## src/rtl/btn_debounce_if.sv

```systemverilog
`default_nettype none
// ============================================================================
//  Module      : btn_debounce_if
//  Description : Signal bundle between a raw push-button source and the
//                btn_debounce block.
//                  btn_in      raw, asynchronous, bouncy button level
//                  btn_level   debounced level (1 = pressed)
//                  btn_press   one-cycle strobe on an accepted press / repeat
//                  btn_release one-cycle strobe on an accepted release
//                master : the side that owns the raw button (drives btn_in)
//                slave  : the debouncer (drives the cleaned outputs)
//  Revision    : 1.0  initial release
// ============================================================================
interface btn_debounce_if;
    logic btn_in;
    logic btn_level;
    logic btn_press;
    logic btn_release;

    modport master (
        output btn_in,
        input  btn_level,
        input  btn_press,
        input  btn_release
    );

    modport slave (
        input  btn_in,
        output btn_level,
        output btn_press,
        output btn_release
    );
endinterface
`default_nettype wire

```

## src/rtl/btn_debounce.sv

```systemverilog
`default_nettype none
// ============================================================================
//  Module      : btn_debounce
//  Description : Cleans a raw asynchronous push-button ahead of the LED
//                counter stage. A 2-flop synchroniser feeds a 4-state
//                stability-counter FSM that produces a registered debounced
//                level plus one-cycle press / release strobes.
//  Ports       : clk   in  system clock
//                rst   in  synchronous active-high reset
//                btn   slave modport of btn_debounce_if
//                      (btn_in in; btn_level, btn_press, btn_release out)
//  Config      : `define AUTOREPEAT_EN to add hold-to-repeat btn_press
//                pulses (REPEAT_DELAY cycles after the accepted press, then
//                every REPEAT_RATE cycles). Default build: one btn_press per
//                accepted press, REP_* parameters unused by the datapath.
//  Revision    : 1.0  initial release
// ============================================================================
module btn_debounce #(
    parameter int unsigned DB_WIDTH     = 22,
    parameter int unsigned DB_MAX       = 2_500_000,
    parameter int unsigned REP_WIDTH    = 24,
    parameter int unsigned REPEAT_DELAY = 10_000_000,
    parameter int unsigned REPEAT_RATE  = 2_500_000
) (
    input  logic          clk,
    input  logic          rst,
    btn_debounce_if.slave btn
);

    // ------------------------------------------------------------------------
    // Elaboration-time parameter sanity checks
    // ------------------------------------------------------------------------
    if (DB_MAX < 2) begin : g_chk_db_max
        $error("btn_debounce: DB_MAX must be at least 2");
    end

    if (((DB_MAX - 1) >> DB_WIDTH) != 0) begin : g_chk_db_width
        $error("btn_debounce: DB_WIDTH too narrow to hold DB_MAX-1");
    end

    if ((REPEAT_DELAY < 1) || (REPEAT_RATE < 1)) begin : g_chk_rep_min
        $error("btn_debounce: REPEAT_DELAY and REPEAT_RATE must be non-zero");
    end

    if ((((REPEAT_DELAY - 1) >> REP_WIDTH) != 0) ||
        (((REPEAT_RATE - 1) >> REP_WIDTH) != 0)) begin : g_chk_rep_width
        $error("btn_debounce: REP_WIDTH too narrow for the repeat intervals");
    end

    // ------------------------------------------------------------------------
    // Constants
    // ------------------------------------------------------------------------
    localparam logic [1:0] c_IDLE      = 2'd0;  // stable released
    localparam logic [1:0] c_CHK_PRESS = 2'd1;  // qualifying a press
    localparam logic [1:0] c_PRESSED   = 2'd2;  // stable pressed
    localparam logic [1:0] c_CHK_REL   = 2'd3;  // qualifying a release

    localparam logic [DB_WIDTH-1:0] c_DB_LAST = DB_WIDTH'(DB_MAX - 1);
    localparam logic [DB_WIDTH-1:0] c_DB_ONE  = DB_WIDTH'(1);

    // ------------------------------------------------------------------------
    // State
    // ------------------------------------------------------------------------
    logic                r_sync1;
    logic                r_sync2;
    logic [1:0]          r_state;
    logic [DB_WIDTH-1:0] r_cnt;
    logic                r_level;
    logic                r_press;
    logic                r_release;

    // Stability counter has reached its terminal value; only meaningful in
    // the two CHK states.
    logic w_db_done;
    assign w_db_done = (r_cnt == c_DB_LAST);

    // ------------------------------------------------------------------------
    // Two-flop synchroniser. Only r_sync2 is allowed to reach the FSM.
    // ------------------------------------------------------------------------
    always_ff @(posedge clk) begin
        if (rst) begin
            r_sync1 <= 1'b0;
            r_sync2 <= 1'b0;
        end else begin
            r_sync1 <= btn.btn_in;
            r_sync2 <= r_sync1;
        end
    end

`ifdef AUTOREPEAT_EN
    // ------------------------------------------------------------------------
    // Auto-repeat. The counter measures time spent stably in PRESSED since
    // the most recent entry into PRESSED. r_rep_first selects the long
    // initial delay until the first repeat has fired, then the shorter rate.
    // While qualifying a release the counter holds its value; a bounce back
    // into PRESSED re-enters PRESSED and therefore starts timing afresh.
    // ------------------------------------------------------------------------
    localparam logic [REP_WIDTH-1:0] c_REP_DELAY_LAST = REP_WIDTH'(REPEAT_DELAY - 1);
    localparam logic [REP_WIDTH-1:0] c_REP_RATE_LAST  = REP_WIDTH'(REPEAT_RATE - 1);
    localparam logic [REP_WIDTH-1:0] c_REP_ONE        = REP_WIDTH'(1);

    logic [REP_WIDTH-1:0] r_rep_cnt;
    logic                 r_rep_first;
    logic                 w_enter_pressed;
    logic                 w_hold_pressed;
    logic                 w_rep_fire;

    assign w_enter_pressed = ((r_state == c_CHK_PRESS) && r_sync2 && w_db_done) ||
                             ((r_state == c_CHK_REL)   && r_sync2);
    assign w_hold_pressed  = (r_state == c_PRESSED) && r_sync2;
    assign w_rep_fire      = w_hold_pressed &&
                             (r_rep_cnt == (r_rep_first ? c_REP_DELAY_LAST
                                                        : c_REP_RATE_LAST));

    always_ff @(posedge clk) begin
        if (rst) begin
            r_rep_cnt   <= '0;
            r_rep_first <= 1'b1;
        end else if (w_enter_pressed) begin
            r_rep_cnt   <= '0;
            r_rep_first <= 1'b1;
        end else if (w_rep_fire) begin
            r_rep_cnt   <= '0;
            r_rep_first <= 1'b0;
        end else if (w_hold_pressed) begin
            r_rep_cnt   <= r_rep_cnt + c_REP_ONE;
        end
    end
`endif

    // ------------------------------------------------------------------------
    // Debounce FSM. The strobes default low every cycle so that each event
    // produces exactly one cycle of btn_press or btn_release. Press and
    // release are raised from mutually exclusive states, so they can never
    // be high together.
    // ------------------------------------------------------------------------
    always_ff @(posedge clk) begin
        if (rst) begin
            r_state   <= c_IDLE;
            r_cnt     <= '0;
            r_level   <= 1'b0;
            r_press   <= 1'b0;
            r_release <= 1'b0;
        end else begin
            r_press   <= 1'b0;
            r_release <= 1'b0;

            case (r_state)
                c_IDLE: begin
                    if (r_sync2) begin
                        r_state <= c_CHK_PRESS;
                        r_cnt   <= '0;
                    end
                end

                c_CHK_PRESS: begin
                    if (!r_sync2) begin
                        // Bounce: discard the partial count, no pulse.
                        r_state <= c_IDLE;
                    end else if (w_db_done) begin
                        r_state <= c_PRESSED;
                        r_level <= 1'b1;
                        r_press <= 1'b1;
                    end else begin
                        r_cnt   <= r_cnt + c_DB_ONE;
                    end
                end

                c_PRESSED: begin
                    if (!r_sync2) begin
                        r_state <= c_CHK_REL;
                        r_cnt   <= '0;
                    end
`ifdef AUTOREPEAT_EN
                    else if (w_rep_fire) begin
                        r_press <= 1'b1;
                    end
`endif
                end

                c_CHK_REL: begin
                    if (r_sync2) begin
                        // Bounce: still pressed, no pulse.
                        r_state   <= c_PRESSED;
                    end else if (w_db_done) begin
                        r_state   <= c_IDLE;
                        r_level   <= 1'b0;
                        r_release <= 1'b1;
                    end else begin
                        r_cnt     <= r_cnt + c_DB_ONE;
                    end
                end

                default: begin
                    r_state <= c_IDLE;
                end
            endcase
        end
    end

    // ------------------------------------------------------------------------
    // Outputs (all registered)
    // ------------------------------------------------------------------------
    assign btn.btn_level   = r_level;
    assign btn.btn_press   = r_press;
    assign btn.btn_release = r_release;

endmodule
`default_nettype wire

```

## src/flat_wrapper.sv

```systemverilog
// flat-port wrapper written by rule: the top's interface ports become plain ports
module btn_debounce_flat 
#(
    parameter int unsigned DB_WIDTH     = 22,
    parameter int unsigned DB_MAX       = 2_500_000,
    parameter int unsigned REP_WIDTH    = 24,
    parameter int unsigned REPEAT_DELAY = 10_000_000,
    parameter int unsigned REPEAT_RATE  = 2_500_000
)
  (clk, rst, btn_btn_in, btn_btn_level, btn_btn_press, btn_btn_release);
  btn_debounce_if btn_i ();
  input  logic clk;
  input  logic rst;
  input wire logic [$bits(btn_i.btn_in)-1:0] btn_btn_in;
  output wire logic [$bits(btn_i.btn_level)-1:0] btn_btn_level;
  output wire logic [$bits(btn_i.btn_press)-1:0] btn_btn_press;
  output wire logic [$bits(btn_i.btn_release)-1:0] btn_btn_release;
  assign btn_i.btn_in = btn_btn_in;
  assign btn_btn_level = btn_i.btn_level;
  assign btn_btn_press = btn_i.btn_press;
  assign btn_btn_release = btn_i.btn_release;
  btn_debounce #(.DB_WIDTH(DB_WIDTH), .DB_MAX(DB_MAX), .REP_WIDTH(REP_WIDTH), .REPEAT_DELAY(REPEAT_DELAY), .REPEAT_RATE(REPEAT_RATE)) u_core (.clk(clk), .rst(rst), .btn(btn_i));
endmodule
```

## config.mk

```make
export PLATFORM = sky130hd
export DESIGN_NAME = btn_debounce_flat
export DESIGN_NICKNAME = d
export VERILOG_FILES = /design/src/rtl/btn_debounce_if.sv /design/src/rtl/btn_debounce.sv /design/src/flat_wrapper.sv
export SDC_FILE = /design/constraint.sdc
export NUM_CORES = 1
export LEC_CHECK = 0
export ABC_AREA = 1
export ABC_CLOCK_PERIOD_IN_PS = 2550
export CAP_MARGIN = 15
export CORE_ASPECT_RATIO = 0.7
export CORE_MARGIN = 1
export CORE_UTILIZATION = 60
export DETAILED_ROUTE_END_ITERATION = 10
export PLACE_DENSITY = 0.89
export SKIP_CTS_REPAIR_TIMING = 1
export SLEW_MARGIN = 0
export SYNTH_ARGS = -nofsm -noshare
export SYNTH_HDL_FRONTEND = slang
export SYNTH_SLANG_ARGS = --single-unit
export TNS_END_PERCENT = 10
```

## constraint.sdc

```tcl
create_clock -name clk -period 2.55 [get_ports clk]
set_input_delay 0.3825 -clock clk [delete_from_list [all_inputs] [get_ports clk]]
set_output_delay 0.3825 -clock clk [all_outputs]
set_load 0.02 [all_outputs]
```

==> impl_metrics.yaml, run 1 <==
run_status:
  status: "finished, final reports clean"
finish:
  nets: 302
  drive_gt1_share_pct: 9.70
  antenna-diode-count: 0
  area_delta_synth_final_pct: 9.12
critical_path:
  start_kind: "register"
  reg2reg_to: "u_core.r_cnt[17]$_SDFFE_PP0P_"
  reg2reg_depth: 11
  r2r_slack_ps: 500
  critical_path.endpoint_type: "register"
  worstPathMaxFanout: 13
  path_class: "register to register"
  r2r_start: "u_core.r_cnt[0]$_SDFFE_PP0P_"
  crit_arrival_ps: 2280
  required_ps: 2780
grt:
  gr-total-overflow: 0
  grt_max_degree: 14
  grt_pass1_wl_mm: 6.62
  grt.total_usage_pct: 29.5
  grt_pass1_vias: 1453
  grt_antenna_before_repair: 0
floorplanning:
  placeableCoreArea_um2: 2780
  dieArea_um2: 3150
  rows: 16
  pin_count: 6
  fp.dieH_um: 47.3
  die_w_um: 66.7
  initial_utilization_pct: 63.1
routing:
  via_per_inst: 5.33
  wl_met1_mm: 1.97
  drt_iter0_drc: 219
  routed-via-count: 1784
  top_layer: "met4"
  first_pass_iters: 5
  wl_per_cell_um: 12.8
  drt-total-wl_mm: 4.27
  drc: 0
  wl_met2_mm: 1.80
  ant_nets: 0
  wl_met3_um: 443
synthesis:
  ys_types: 27
  yosysSeqAreaShare_pct: 33.0
  async_flop_share_pct: 0
  ys_seq_elements: 29
  yosys_warnings: 0
  synth_area_leaders: "dfxtp_1 33%, nand2_1 19%, nor2_1 11%, inv_1 7.5%, nand3_1 6.6%"
  netlist.top_cell.by_area: "dfxtp_1"
  synthesis.nets: 294
  synthCells: 290
  avgSynthCellArea_um2: 6.06
  synthesis.area_um2: 1760
  synthFlopType: "dfxtp_1"
  synth_top_cell_area_share_pct: 33.0
  synth-edff-count: 0
power_and_ir_drop:
  p_total_w: 0.000863
  power_density_nw_per_um2: 450
  p_leak_nw: 0.798
  ir_drop_v: 0.000210
cts:
  cts_buffer_depth: 2
  cts_num_sinks: 29
  cts_made_buffers: 5
  clock_latency_ps: 290
  cts_tree: "yes"
  clk_pin_slew_ps: 70
  clock-root-buffer: "clkbuf_8"
  h-tree-depth: 2
sta:
  slew_headroom_pct: 64.2
  fin_setup_tns_ps: 0
  finalSetupViolCount: 0
  setup_ws_ps: 499
  post-route-period-util_pct: 80.4
  tightest_slew_ps: 535
  skew_ps: 7.05
  fmaxAchievable_ghz: 0.487
  rsz0062_at_grt: "false"
  hold_viol: 0
  maxSlewViolCount: 0
  fin_crit_ps: 2050
placement:
  port_buffers: 5
  dpl_worst_slack_ps: 576
  dp_hpwl_mm: 3.17
  gp_congestion: 0.921
hold_path:
  hold_end: "u_core.r_sync2$_SDFF_PP0_"
  whs_path_depth: 2
  hold_class: "register to register"
  hold_start: "u_core.r_sync1$_SDFF_PP0_"
run:
  cap_viol_max_count: 0
how the worst max path moves through the flow:
stage,from,endpoint,depth (start not counted)
global placement,u_core.r_cnt[0]$_SDFFE_PP0P_,u_core.r_cnt[17]$_SDFFE_PP0P_,11
CTS,u_core.r_cnt[0]$_SDFFE_PP0P_,u_core.r_cnt[17]$_SDFFE_PP0P_,11
global route,u_core.r_cnt[0]$_SDFFE_PP0P_,u_core.r_cnt[21]$_SDFFE_PP0P_,11
floorplan,u_core.r_cnt[0]$_SDFFE_PP0P_,u_core.r_cnt[9]$_SDFFE_PP0P_,8
detailed placement,u_core.r_cnt[0]$_SDFFE_PP0P_,u_core.r_cnt[17]$_SDFFE_PP0P_,11
finish,u_core.r_cnt[0]$_SDFFE_PP0P_,u_core.r_cnt[17]$_SDFFE_PP0P_,11
cells in the mapped netlist, types with 2 or more instances:
library cell,n
nand3_1,23
buf_2,2
inv_2,4
nand2_2,5
inv_1,35
clkinv_1,2
nand4_1,10
a21oi_1,6
o21ai_0,8
a21oi_2,5
nor2_2,3
xor2_1,5
nor2_1,50
dfxtp_1,29
nand2_1,91
layout make-up:
type                            instances  area, um^2
Inverter                               41         154
Fill cell                             249         866
Timing Repair Buffer                    6        57.6
Clock buffer                            5        68.8
Sequential cell                        29         581
Clock inverter                          3        17.5
Multi-Input combinational cell        215         993
Tap cell                               36        45.0
routing by layer:
metal	global-route usage [%]	up-vias
met5	0	-
met3	7.52	10
met1	41.0	775
met4	9.79	0
li1	-	916
met2	44.8	83
metrics by stage:
step | util, % | area, um^2 | cells | hold WS, ps
2_1_floorplan | - | 1760 | 290 | 388
3_3_place_gp | 65.8 | 1830 | 327 | 398
3_5_place_dp | 65.8 | 1830 | 327 | 402
4_1_cts | 68.9 | 1920 | 335 | 413
5_1_grt | 68.9 | 1920 | 335 | 436
6_report | 68.9 | 1920 | 335 | 409
cells in the final DEF, fill, tap and decap left out, types with 2 or more instances in the layout:
cell and n:
nand2_1 91, nor2_1 50, inv_1 35, dfxtp_1 29, nand3_1 23, nand4_1 10, o21ai_0 8, a21oi_1 6
nand2_2 5, a21oi_2 5, xor2_1 5, clkbuf_8 5, clkdlybuf4s50_1 5, inv_2 4, nor2_2 3, clkinv_1 2
clkinv_2 2
power breakdown:
part | switching [W] | leakage [nW] | internal [W] | total, W
Sequential | 0.00000160 | 0.234 | 0.000455 | 0.000456
Combinational | 0.0000205 | 0.520 | 0.00000829 | 0.0000288
Clock | 0.000190 | 0.0439 | 0.000188 | 0.000377
Total | 0.000212 | 0.798 | 0.000651 | 0.000863
worst max-delay path, stage by stage, from the launching register on:
cell	delay, ps
dfxtp_1	370
ha_1	290
inv_2	70
nor2_4	130
nand3_1	90
nor2_2	120
nand3_2	220
nand2_2	290
nand2_2	180
inv_2	120
nand2_1	50
nand2_1	60
state kept, by name, indices dropped and copies added, names as in the netlist, named ones only:
name and flops:
u_core.r_sync2 1, u_core.r_state 1, u_core.r_cnt 22, u_core.btn.btn_release 1, u_core.btn.btn_level 1, u_core.btn.btn_press 1, u_core.r_sync1 1
cells by family after synthesis:
group	after synthesis	share of synthesized area, %
AND/OR/NAND/NOR	187	45.6
buffers and inverters	46	10.4
flip-flops	29	33.0
AO/OA/AOI/OAI	21	7.27
XOR/XNOR	6	2.99
adder cells (fa/ha/maj)	1	0.712
(Power assumes the default switching activity.)
==> run 2, diff against run 1 <==
--- a/config.mk
+++ b/config.mk
@@ -6,7 +6,7 @@
 export NUM_CORES = 1
 export LEC_CHECK = 0
 export ABC_AREA = 1
-export ABC_CLOCK_PERIOD_IN_PS = 2550
+export ABC_CLOCK_PERIOD_IN_PS = 2000
 export CAP_MARGIN = 15
 export CORE_ASPECT_RATIO = 0.7
 export CORE_MARGIN = 1
==> constraint.sdc (replaced) <==
create_clock -name clk -period 2 [get_ports clk]
set_input_delay 0.3 -clock clk [delete_from_list [all_inputs] [get_ports clk]]
set_output_delay 0.3 -clock clk [all_outputs]
set_load 0.02 [all_outputs]
==> impl_metrics.yaml, run 2 (same netlist as run 1, synthesis figures left out) <==
grt:
  grt_pass1_wl_mm: 6.60
  grt_max_degree: 14
  grt_antenna_before_repair: 0
  grt.total_usage_pct: 29.1
  grt_pass1_vias: 1445
  gr-total-overflow: 0
placement:
  gp_congestion: 0.937
  port_buffers: 5
  dp_hpwl_mm: 3.16
critical_path:
  path_class: "register to register"
  worstPathMaxFanout: 8
  crit_arrival_ps: 1950
  cp_common_cell: "nand3_1"
  required_ps: 2170
  start_kind: "register"
  critical_path.endpoint_type: "register"
  slowest_delay_ps: 380
  cpMaxStageDelayCell: "dfxtp_1"
  cp_num_buf_inv: 1
  cpLargestDelayFamily: "simple AND/OR/NAND/NOR gates"
  path_cells: "ha_1 -> nand3_1 -> nor2_1 -> nand3_1 -> nand3_1 -> inv_1 -> nand2_1 -> nand2_1"
cts:
  clock-root-buffer: "clkbuf_8"
  clock_latency_ps: 280
  cts_made_buffers: 5
  clk_pin_slew_ps: 70
  h-tree-depth: 2
  cts_buffer_depth: 2
  cts_num_sinks: 29
  cts_tree: "yes"
sta:
  hold_viol: 0
  fin_setup_tns_ps: 0
  skew_ps: 5.64
  rsz0062_at_grt: "false"
  slew_headroom_pct: 65.0
  finalSetupViolCount: 0
  fin_crit_ps: 1780
  fmaxAchievable_ghz: 0.563
  maxSlewViolCount: 0
  tightest_slew_ps: 523
  post-route-period-util_pct: 88.8
routing:
  routed-via-count: 1784
  ant_nets: 0
  first_pass_iters: 5
  via_per_inst: 5.28
  wl_per_cell_um: 12.7
  drt_iter0_drc: 163
  top_layer: "met4"
  wl_met3_um: 436
  wl_met1_mm: 1.98
  drt-total-wl_mm: 4.29
  drc: 0
  wl_met2_mm: 1.84
power_and_ir_drop:
  p_total_w: 0.00125
  p_leak_nw: 0.827
  ir_drop_v: 0.000468
  power_density_nw_per_um2: 632
floorplanning:
  placeableCoreArea_um2: 2780
  fp.dieH_um: 47.3
  initial_utilization_pct: 63.1
  dieArea_um2: 3150
  pin_count: 6
  die_w_um: 66.7
  rows: 16
finish:
  final_common_cell: "nand2_1"
  largest_reg_flops: 22
  drive_gt1_share_pct: 10.3
  antenna-diode-count: 0
  area_delta_synth_final_pct: 12.4
  nets: 305
  final_cell_mix: "91 x nand2_1, 50 x nor2_1, 35 x inv_1"
  top_register: "u_core.r_cnt"
run_status:
  status: "finished, final reports clean"
hold_path:
  hold_class: "register to register"
run:
  cap_viol_max_count: 0
## run 2: area by class of cell
cell class | instances | area (um^2)
Clock inverter | 1 | 30.0
Clock buffer | 7 | 86.3
Multi-Input combinational cell | 215 | 998
Fill cell | 244 | 808
Tap cell | 36 | 45.0
Inverter | 41 | 154
Sequential cell | 29 | 581
Timing Repair Buffer | 9 | 80.1
## run 2: through the flow
| stage | std cells | instance area (um^2) | util [%] | setup slack [ps] | hold slack (ps) |
|---|---|---|---|---|---|
| detailed placement | 330 | 1850 | 66.6 | 199 | 397 |
| floorplan | 290 | 1760 | - | 509 | 369 |
| CTS | 338 | 1970 | 70.8 | 184 | 407 |
| global route | 338 | 1970 | 71.0 | 54.1 | 429 |
| finish | 338 | 1970 | 71.0 | 223 | 404 |
| global placement | 330 | 1850 | 66.6 | 258 | 395 |
## run 2: per-layer routing
metal / vias up / GRT usage (%)
li1: 923 / -
met2: 67 / 45.1
met1: 788 / 40.1
met5: - / 0
met3: 6 / 8.25
met4: 0 / 7.66
## run 2: power by group
| part | internal, W | leakage (nW) | switching, W |
|---|---|---|---|
| sequential | 0.000580 | 0.234 | 0.00000210 |
| clock | 0.000406 | 0.0585 | 0.000219 |
| combinational | 0.0000125 | 0.534 | 0.0000280 |
## run 2: worst min-delay path, cell delays in order (launching register included)
cell and delay, ps:
dfxtp_1 300, inv_1 40, nor2_1 30
## run 2: worst paths after layout
path              slack (ps)                    startpoint  cells past startpoint                       endpoint
setup / recovery         220  u_core.r_cnt[0]$_SDFFE_PP0P_                      8  u_core.r_cnt[17]$_SDFFE_PP0P_
hold / removal           400     u_core.r_sync1$_SDFF_PP0_                      2      u_core.r_sync2$_SDFF_PP0_
setup reg to reg         220  u_core.r_cnt[0]$_SDFFE_PP0P_                      8  u_core.r_cnt[17]$_SDFFE_PP0P_
hold reg to reg          400     u_core.r_sync1$_SDFF_PP0_                      2      u_core.r_sync2$_SDFF_PP0_
